File: config.mk
export PLATFORM = sky130hd
export DESIGN_NAME = systolic_scheduler
export DESIGN_NICKNAME = d
export VERILOG_FILES = /design/src/rtl/systolic_scheduler.sv
export SDC_FILE = /design/constraint.sdc
export NUM_CORES = 1
export LEC_CHECK = 0
export ABC_AREA = 0
export CORE_UTILIZATION = 49
export CTS_CLUSTER_SIZE = 8
export DETAILED_ROUTE_END_ITERATION = 8
export HOLD_SLACK_MARGIN = 0.15
export PLACE_DENSITY = 0.78
export SLEW_MARGIN = 20
export SYNTH_ARGS = -nofsm -noshare
export SYNTH_HDL_FRONTEND = slang
export SYNTH_SLANG_ARGS = --single-unit
File: constraint.sdc
create_clock -name clock_i -period 2.3 [get_ports clock_i]
set_input_delay 0.23 -clock clock_i [delete_from_list [all_inputs] [get_ports clock_i]]
set_output_delay 0.23 -clock clock_i [all_outputs]
set_load 0.01 [all_outputs]
File: src/rtl/systolic_scheduler.sv
// Purpose: sequences one output-stationary NxN MAC pass (clear, skewed feed, drain, row unload).
// Latency: start to done_o = 1 + K + (2N-1) + N + 1 cycles when unstalled (N=4, K=3 -> 16).
// Backpressure: stall_i freezes FEED/DRAIN/UNLOAD and masks all enables; optional PERF_CNT_EN adds perf counters.
module systolic_scheduler #(
  parameter int N      = 4,
  parameter int K_W    = 8,
  parameter int ADDR_W = 8,
  localparam int RW    = $clog2(N)
) (
  input  logic              clock_i,
  input  logic              reset_i,
  input  logic              start_i,
  input  logic [K_W-1:0]    k_len_i,
  input  logic              stall_i,
  output logic              ready_o,
  output logic              busy_o,
  output logic              done_o,
  output logic              acc_clr_o,
  output logic              rd_en_o,
  output logic [ADDR_W-1:0] rd_addr_o,
  output logic [N-1:0]      row_en_o,
  output logic [N-1:0]      col_en_o,
  output logic              result_valid_o,
  output logic [RW-1:0]     result_row_o
`ifdef PERF_CNT_EN
  ,
  output logic [31:0]       perf_busy_o,
  output logic [31:0]       perf_stall_o
`endif
);

  localparam int DW = $clog2(2 * N);

  localparam logic [2:0] S_IDLE   = 3'd0;
  localparam logic [2:0] S_CLEAR  = 3'd1;
  localparam logic [2:0] S_FEED   = 3'd2;
  localparam logic [2:0] S_DRAIN  = 3'd3;
  localparam logic [2:0] S_UNLOAD = 3'd4;
  localparam logic [2:0] S_DONE   = 3'd5;

  logic [2:0]     state;
  logic [K_W-1:0] k_len;
  logic [K_W-1:0] k;
  logic [DW-1:0]  dcnt;
  logic [RW-1:0]  r;
  logic [N-1:0]   skew;
  logic           stall_eff;
  logic           feed_rd;
  logic           accept;

  // Stall only has meaning while the array is moving data.
  assign stall_eff = stall_i && (state == S_FEED || state == S_DRAIN || state == S_UNLOAD);
  assign feed_rd   = (state == S_FEED) && !stall_eff;
  assign accept    = (state == S_IDLE) && start_i;

  assign ready_o        = (state == S_IDLE);
  assign busy_o         = (state != S_IDLE);
  assign done_o         = (state == S_DONE);
  assign acc_clr_o      = (state == S_CLEAR);
  assign rd_en_o        = feed_rd;
  assign rd_addr_o      = ADDR_W'(k);
  assign row_en_o       = stall_eff ? '0 : skew;
  assign col_en_o       = stall_eff ? '0 : skew;
  assign result_valid_o = (state == S_UNLOAD) && !stall_eff;
  assign result_row_o   = r;

  // Main sequencer: state plus the read, drain and unload counters.
  always_ff @(posedge clock_i or posedge reset_i) begin
    if (reset_i) begin
      state <= S_IDLE;
      k_len <= '0;
      k     <= '0;
      dcnt  <= '0;
      r     <= '0;
    end else begin
      case (state)
        S_IDLE: begin
          if (start_i) begin
            k <= '0;
            r <= '0;
            // A zero-length pass has nothing to accumulate: report completion at once.
            if (k_len_i != '0) begin
              k_len <= k_len_i;
              state <= S_CLEAR;
            end else begin
              state <= S_DONE;
            end
          end
        end
        S_CLEAR: state <= S_FEED;
        S_FEED: begin
          if (!stall_eff) begin
            if (k == k_len - 1'b1) begin
              dcnt  <= '0;
              state <= S_DRAIN;
            end else begin
              k <= k + 1'b1;
            end
          end
        end
        S_DRAIN: begin
          if (!stall_eff) begin
            if (dcnt == DW'(2 * N - 2)) begin
              r     <= '0;
              state <= S_UNLOAD;
            end else begin
              dcnt <= dcnt + 1'b1;
            end
          end
        end
        S_UNLOAD: begin
          if (!stall_eff) begin
            if (r == RW'(N - 1)) state <= S_DONE;
            else                 r     <= r + 1'b1;
          end
        end
        S_DONE:  state <= S_IDLE;
        default: state <= S_IDLE;
      endcase
    end
  end

  // Skew line: lane i sees the read strobe 1+i advancing cycles later (buffer latency plus wavefront).
  always_ff @(posedge clock_i or posedge reset_i) begin
    if (reset_i)         skew <= '0;
    else if (!stall_eff) skew <= {skew[N-2:0], feed_rd};
  end

`ifdef PERF_CNT_EN
  // Saturating busy/stall counters, restarted by each accepted start.
  always_ff @(posedge clock_i or posedge reset_i) begin
    if (reset_i) begin
      perf_busy_o  <= '0;
      perf_stall_o <= '0;
    end else if (accept) begin
      perf_busy_o  <= '0;
      perf_stall_o <= '0;
    end else begin
      if (busy_o && perf_busy_o != 32'hFFFF_FFFF)     perf_busy_o  <= perf_busy_o + 1'b1;
      if (stall_eff && perf_stall_o != 32'hFFFF_FFFF) perf_stall_o <= perf_stall_o + 1'b1;
    end
  end
`endif

endmodule
# Yosys cells after proc, flatten, opt, wreduce, memory -nomap -nowiden
# Index checks and enable logic that the tools add are counted.
# W data, S select, Z words.
# classes
reduce_logical	17
muxes	25
addsub	4
n_eq_ne	18
# op_table
cell	count
$mux W3	12
$mux W8	3
$pmux W8 S2	1
$pmux W3 S5	1
$ne A2 B2 Y1 const B	7
$mux W2	5
$eq A3 B3 Y1 const B	3
$add A8 B1 Y8 const B	1
$eq A8 B8 Y1	1
$reduce_bool A8 Y1	1
$sub A8 B1 Y8 const B	1
$reduce_and A7 Y1	1
$eq A3 B2 Y1 const B	2
$ne A2 B1 Y1 const B	3
$pmux W2 S3	1
$pmux W3 S2	1
$reduce_and A6 Y1	1
$reduce_bool A3 Y1	2
$reduce_and A5 Y1	1
$mux W4	1
$reduce_and A4 Y1	1
$reduce_bool A2 Y1	2
$add A3 B1 Y3 const B	1
$eq A3 B1 Y1 const B	1
other kinds (7)	10
# word_totals
output_inout_bits	24
register_bits	28
input_bits	12

# Logic depth before layout (Yosys ltp)
# Gate-level depths: netlist of run 1.
# depth
ltp_word	6
depth_mapped	9
mapped_depth_nobuf	8

# Least setup slack after synthesis of run 1
# Ideal clock, no wire load.
# synth_path
path_kind	flip-flop to flip-flop
start	reg k[7], in the netlist rd_addr_o[7]
end	reg k[0], in the netlist rd_addr_o[0]
t_arrival_ns	1.771
stages_incl_launch_ff	8
period_less_slack_ns	1.897
setup_slack_ns	0.403
required_time_ns	2.174
path_buffers	1
setup_ns	0.126
path_cell_list	dfrtp_1 -> xor2_1 -> a2111o_1 -> o211ai_1 -> a31oi_4 -> buf_6 -> o21a_1 -> a311o_1
# synth_between
elab_chain_cells	3
# synth_rtl
item	line_no	rtl
start: declaration	43	logic [K_W-1:0] k;
start signal: assignment	97	k <= k + 1'b1;
$eq A8 B8 Y1	93	if (k == k_len - 1'b1) begin
$ne A2 B2 Y1 (no source line)	n/a	
$reduce_and A4 Y1 (no source line)	n/a	
# No other way between the ends.
# A chain may end at the register's enable or synchronous reset.

# Worst setup path after layout of run 1
# layout_path
start	reg k_len[0]
end	reg dcnt[2]
# layout_between
elab_chain_cells	4
# layout_rtl
item	line_no	rtl
start: declaration	42	logic [K_W-1:0] k_len;
start signal: assignment	83	k_len <= k_len_i;
$sub A8 B1 Y8	93	
$eq A8 B8 Y1	93	
$ne A2 B1 Y1 (no source line)	n/a	
$reduce_and A5 Y1 (no source line)	n/a	
end signal: assignment	107	dcnt <= dcnt + 1'b1;
end: declaration	44	logic [DW-1:0] dcnt;
# No other way between the ends.

==> metrics.txt, run 1 <==
LEAKAGE=approximately 1.1 nW; EDFF count, synth=0; Max Fclk=0.456 GHz; diode count=0; Synth Instances=190; layout cell share with drive strength beyond 1=0.145; average size of a mapped cell=approximately 9.6 um2; largest net degree at the start of global routing=29; crit path kind=reg2reg; DIE WIDTH=~63 um; initial core utilization=0.529; die area=around 0.004 mm2; Final GP Congestion=0.768; critical path arrival=around 2.3 ns; Crit Reg-Reg Endpoint=dcnt[2]$_DFFE_PP0P_; Clk Latency, worst-skew pair=approximately 0.28 ns; Finish-stage setup viols=0; Final ANT Viol Nets=0; Area Overhead vs Synth=27.0%; CP Capture Point=dcnt[2]$_DFFE_PP0P_; Seq/Total Area, Yosys=0.385; worst r2r path cells=9; worst reg2reg path startpoint=k_len[0]$_DFFE_PP0P_; switching part of the total=0.405; GRT Util Overall=0.217; NumNets Final=between 200 and 250; root buf cell=clkbuf_8; clk sinks=28; post-synth cell types=49; Crit Path Max Fanout=12; Seq cells post-synth=28; synth warn=0; register share of total power=0.328; max_cap viols=0; PwrDens=between 1000 and 1500 mW/mm2; CTS buffer count=3; total core area=about 0.0034 mm2; Final Instance Area=between 0.002 and 0.0025 mm2; status=finished clean; number of DRC markers in iteration 0=83; CP max stage delay=approximately 0.44 ns; Crit path required time=roughly 2.4 ns; Ports=36; total iterations of the first detailed-routing run=4; Worst Setup SP=k_len[0]$_DFFE_PP0P_; Worst IR Drop VDD=roughly 0.61 mV; unrepaired setup endpoints after global routing=no; Die Height=62.9 um; Congestion Overflow GR=0; routed len/inst=about 15 um; Final Hold Viols=0; H-tree levels=1; initial antenna violation count=0; element type at the critical path end=register; top_reg_cell synth=dfrtp_1; Setup TNS=0 ns; DP HPWL=2950 um; Worst Tran Pin Value=approximately 0.42 ns; CTS tree=yes; Power Internal=roughly 0.0016 W; clock tree buffer depth=2; type of origin of the critical path=register; IO Port Bufs=35; Mapped Area=0.00182 mm2; hold crit path type=in2async; logic gate share of total power=0.527; clk slew on worst S/H paths=approximately 0.10 ns; switching power=~0.0011 W; final wirelength=around 4100 um; Critical Path, Cell by Cell=inv_1 -> ha_1 -> nand2b_1 -> nor4_1 -> xnor2_1 -> nand3b_1 -> buf_4 -> nor3_1 -> o21ai_0; Final Max Slew Viols=0; Worst path slowest cell=dfrtp_1; first-pass GRT wire length=~6800 um; Async SR Flop Fraction=1.00; hold_buf cts=0; Vias=1,569; post-place setup slack=0.0897 ns; Post-DP Area=about 0.0022 mm2; Mapped Nets=207; Final Skew=between 0.001 and 0.0015 ns; vias in the first global route=1,480; reg2reg setup slack=0.11 ns; Clock Power Share=0.145; Slew HR=0.720; vias per cell=about 5.7; Residual DRC=0; Setup WS post-layout=roughly 0.11 ns; site row count=21; minimum clock period=2.19 ns; Final Cycle Share=0.954; Filler cells=approximately 260
## cell usage after synthesis, types with 3 or more instances
cell,number,share of area
a21o_1,5,0.021
a21oi_1,6,0.017
and2_1,6,0.021
and4_1,3,0.014
buf_4,4,0.017
clkbuf_1,3,0.0062
dfrtp_1,28,0.39
ha_1,5,0.034
inv_1,9,0.019
mux2_2,8,0.050
mux2i_1,8,0.044
nand2_1,21,0.043
nand2b_1,6,0.021
nor2_1,8,0.017
nor4_1,4,0.014
o2111ai_1,3,0.014
o211ai_1,4,0.017
o21ai_0,14,0.039
xnor2_1,5,0.024
xor2_1,4,0.019
## what timing repair did
item,in CTS,in global routing
resized for setup,0,3
buffers inserted,0,6
setup endpoints to repair,0,21
## worst min-delay path by stage
stage,from,endpoint,slack (ns),depth (start not counted)
finish,reset_i,state[1]$_DFFE_PP0P_,0.30,3
CTS,reset_i,state[1]$_DFFE_PP0P_,0.32,3
global route,reset_i,k_len[1]$_DFFE_PP0P_,0.35,3
detailed placement,skew[3]$_DFFE_PP0N_,skew[3]$_DFFE_PP0N_,0.46,1
global placement,skew[0]$_DFFE_PP0N_,skew[0]$_DFFE_PP0N_,0.45,1
floorplan,reset_i,dcnt[0]$_DFFE_PP0P_,0.30,1
## layout make-up
| class | instances | area [um2] | area share |
|---|---|---|---|
| Timing Repair Buffer | 45 | 423 | 0.183 |
| Clock inverter | 1 | 30.0 | 0.0130 |
| Multi-Input combinational cell | 142 | 1020 | 0.442 |
| Sequential cell | 28 | 703 | 0.304 |
| Inverter | 9 | 33.8 | 0.0146 |
| Clock buffer | 3 | 41.3 | 0.0179 |
| Tap cell | 46 | 57.6 | 0.0249 |
## registers in the layout, summed over array words and instances, names as in the netlist
| signal | count |
|---|---|
| state | 3 |
| skew | 4 |
| k_len | 8 |
| dcnt | 3 |
| result_row_o | 2 |
| rd_addr_o | 8 |
## stage by stage
step / total power [W] / std cells / hold slack [ns] / util
after detailed placement: 0.00225 / 264 / 0.459 / 0.636
final: 0.00272 / 274 / 0.300 / 0.671
after floorplan: 0.00184 / 190 / 0.295 / -
after CTS: 0.00265 / 268 / 0.319 / 0.657
after global routing: 0.00292 / 274 / 0.347 / 0.671
after global placement: 0.00216 / 264 / 0.453 / 0.636
## layout by cell type, fill, tap and decap left out, drive strengths merged, types with 5 or more instances in the layout
| cell type | Yosys | layout |
|---|---|---|
| clkdlybuf4s50 | 0 | 35 |
| xnor2 | 5 | 5 |
| o21ai | 15 | 15 |
| nor2 | 9 | 9 |
| ha | 5 | 5 |
| and2 | 6 | 6 |
| dfrtp | 28 | 28 |
| a21oi | 6 | 6 |
| mux2 | 9 | 9 |
| buf | 8 | 9 |
| nand2 | 22 | 22 |
| a21o | 5 | 5 |
| mux2i | 8 | 8 |
| nand2b | 6 | 6 |
| inv | 9 | 9 |
## power by group through the flow
stage	logic, W	registers (W)	clock network (W)
after global routing	0.00159	0.000910	0.000416
after global placement	0.00129	0.000874	0
final	0.00143	0.000891	0.000394
after CTS	0.00136	0.000888	0.000395
after detailed placement	0.00136	0.000897	0
after floorplan	0.00101	0.000831	0
## logic make-up (layout without fill, tap and decap cells)
| group | after synthesis | in the layout | share of synthesized area |
|---|---|---|---|
| and+or+nand+nor | 69 | 69 | 0.217 |
| AOI/OAI and AO/OA | 42 | 42 | 0.163 |
| DFF | 28 | 28 | 0.385 |
| buffers and inverters | 20 | 58 | 0.0550 |
| muxes | 17 | 17 | 0.102 |
| xor gates and xnor gates | 9 | 9 | 0.0433 |
| adders and majority gates | 5 | 5 | 0.0344 |
## per-layer routing
metal / routed length (um) / global-route usage / share of wire
met4: 94 / 0.102 / 0.023
met5: 0 / 0 / 0
met3: 114 / 0.0310 / 0.028
met1: 1860 / 0.277 / 0.45
met2: 2040 / 0.358 / 0.50
## worst max-delay path: cells and delay by family, from the launching register on
kind | cells | cell delay, ns
AO/OA/AOI/OAI | 1 | 0.18
XOR/XNOR | 1 | 0.18
adder cells (fa/ha/maj) | 1 | 0.16
buffers and inverters | 2 | 0.30
flip-flops | 1 | 0.44
AND/OR/NAND/NOR | 4 | 0.81
Power figures use the tool's default switching activity.
==> run 2, diff against run 1 <==
clock period = 2.14 ns   (was 2.3 ns; I/O delays follow)
==> run 2 against run 1 <==
Compared with the run above:
- die area unchanged
- routed wire length decreased by 3.1%
- via count decreased by 1.9%
- hold slack got worse by 0.019 ns
- sequential cell count unchanged
- fmax increased by 6.9%
- non-clock buffer count increased by 4
- sequential power increased by 6.5%
- critical path depth decreased by 2
==> metrics.txt, run 2 (synthesis gave the netlist of run 1 again) <==
Post-DP Area=0.00222 mm2 (was 0.00219 mm2); Crit path required time=2.32 ns (was 2.44 ns); crit path kind=reg2reg (unchanged); DIE WIDTH=62.9 um (unchanged); Final Max Slew Viols=0 (unchanged); diode count=0 (unchanged); Clk Latency, worst-skew pair=0.29 ns (was 0.28 ns); initial antenna violation count=0 (unchanged); Worst IR Drop VDD=0.683 mV (was 0.612 mV); reg2reg setup slack=0.09 ns (was 0.11 ns); Final Skew=0.00721 ns (was 0.00113 ns); Crit Path Max Fanout=10 (was 12); Finish-stage setup viols=0 (unchanged); CP max stage delay=0.45 ns (was 0.44 ns); status=finished clean (unchanged); Worst Tran Pin Value=0.363 ns (was 0.417 ns); Slew HR=0.758 (was 0.720); root buf cell=clkbuf_8 (unchanged); Core Util, Final=0.692 (was 0.671); initial core utilization=0.529 (unchanged); GRT Util Overall=0.209 (was 0.217); number of DRC markers in iteration 0=71 (was 83); CTS buffer count=3 (unchanged); total iterations of the first detailed-routing run=5 (was 4); Residual DRC=0 (unchanged); critical path arrival=2.23 ns (was 2.34 ns); routed len/inst=14.3 um (was 15.0 um); commonest non-fill, non-tap cell in the layout=clkdlybuf4s50_1 (unchanged); CTS tree=yes (unchanged); clk slew on worst S/H paths=0.10 ns (about the same); Filler cells=272 (was 261); element type at the critical path end=register (unchanged); hold crit path type=in2async (unchanged); NumNets Final=250 (was 246); Congestion Overflow GR=0 (unchanged); clock tree buffer depth=2 (unchanged); H-tree levels=1 (unchanged); Worst path slowest cell=dfrtp_1 (unchanged); type of origin of the critical path=register (unchanged); Die Height=62.9 um (unchanged); clk sinks=28 (unchanged); Vias=1,539 (was 1,569); first-pass GRT wire length=6560 um (was 6820 um); final hold slack=0.281 ns (was 0.300 ns); worst r2r path cells=7 (was 9); Final Cycle Share=0.959 (was 0.954); Ports=36 (unchanged); DP HPWL=2890 um (was 2950 um); minimum clock period=2.05 ns (was 2.19 ns); layout cell share with drive strength beyond 1=0.185 (was 0.145); IO Port Bufs=35 (unchanged); site row count=21 (unchanged); Final ANT Viol Nets=0 (unchanged); PwrDens=1250 mW/mm2 (was 1180 mW/mm2); worst reg2reg path startpoint=k_len[0]$_DFFE_PP0P_ (unchanged); LEAKAGE=1.17 nW (was 1.05 nW); Final GP Congestion=0.822 (was 0.768); max_cap viols=0 (unchanged); most frequent cells in the layout=clkdlybuf4s50_1 (29), dfrtp_1 (26), nand2_1 (21), o21ai_0 (13), buf_4 (13) (was clkdlybuf4s50_1 (35), dfrtp_1 (26), nand2_1 (21), o21ai_0 (14)); vias in the first global route=1,473 (was 1,480); final wirelength=3980 um (was 4110 um); Final Hold Viols=0 (unchanged); Area Overhead vs Synth=30.9% (was 27.0%); vias per cell=5.54 (was 5.73); die area=0.00396 mm2 (unchanged); Critical Path, Cell by Cell=nor3_4 -> nand2_2 -> mux2_4 -> a31oi_4 -> buf_4 -> o2111ai_2 -> mux2i_1 (was inv_1 -> ha_1 -> nand2b_1 -> nor4_1 -> xnor2_1 -> nand3b_1 -> buf_4 -> nor3_1 -> o21ai_0); total core area=0.00344 mm2 (unchanged); Crit Reg-Reg Endpoint=rd_addr_o[6]$_DFFE_PP0P_ (was dcnt[2]$_DFFE_PP0P_); Max Fclk=0.487 GHz (was 0.456 GHz); Final Instance Area=0.00238 mm2 (was 0.00231 mm2); largest net degree at the start of global routing=29 (unchanged); hold_buf cts=0 (unchanged)
-- run 2: cell types whose count changed in the layout (fill, tap and decap cells not counted), moves of 2 or more --
cell             before  now
and2_4                0    2
and2_1                6    4
clkdlybuf4s50_1      35   29
buf_4                 9   13
dlymetal6s2s_1        0    6
-- run 2: final cells by class --
class | count | area, um2 | share of cell area
Inverter | 9 | 33.8 | 0.0142
Sequential cell | 28 | 703 | 0.295
Tap cell | 46 | 57.6 | 0.0242
Clock inverter | 1 | 30.0 | 0.0126
Multi-Input combinational cell | 142 | 1050 | 0.440
Clock buffer | 3 | 41.3 | 0.0173
Timing Repair Buffer | 49 | 468 | 0.196
-- run 2: routing by layer --
metal,wire length (um),track usage
met2,1970,0.349
met3,130,0.0164
met1,1790,0.275
met4,92,0.0930
met5,0,0
-- run 2: worst max-delay path by stage --
stage	from	to	slack [ns]	cells past startpoint
6_report	k_len[0]$_DFFE_PP0P_	rd_addr_o[6]$_DFFE_PP0P_	0.09	7
5_1_grt	k_len[1]$_DFFE_PP0P_	rd_addr_o[6]$_DFFE_PP0P_	-0.02	7
4_1_cts	state[1]$_DFFE_PP0P_	col_en_o[2]	0.03	6
3_5_place_dp	k_len[0]$_DFFE_PP0P_	dcnt[2]$_DFFE_PP0P_	0.07	9
3_3_place_gp	k_len[0]$_DFFE_PP0P_	rd_addr_o[0]$_DFFE_PP0P_	0.17	9
2_1_floorplan	rd_addr_o[7]$_DFFE_PP0P_	rd_addr_o[0]$_DFFE_PP0P_	0.24	7
-- run 2: repair_timing --
item	in CTS	in global routing
pin swaps	0	3
resized for setup	3	14
endpoints found under the setup margin	8	18
buffers inserted	2	4
-- run 2: stage by stage --
stage / power, W / setup slack (ns) / cells / setup TNS (ns)
2_1_floorplan: 0.00198 / 0.243 / 190 / 0
3_3_place_gp: 0.00235 / 0.171 / 268 / 0
3_5_place_dp: 0.00243 / 0.0673 / 268 / 0
4_1_cts: 0.00290 / 0.0346 / 274 / 0
5_1_grt: 0.00319 / -0.0186 / 278 / -0.0310
6_report: 0.00297 / 0.0875 / 278 / 0
-- run 2: report_power, final --
part / switching, W / internal, W / leakage, nW
logic: 0.000765 / 0.000824 / 0.788
registers: 0.000236 / 0.000713 / 0.351
clock network: 0.000177 / 0.000251 / 0.0357
-- run 2: critical path: cells and delay by family, from the launching register on --
kind	cells	cell delay [ns]
mux	2	0.47
compound gates	2	0.47
flops	1	0.45
simple gates	2	0.37
buf+inv	1	0.19
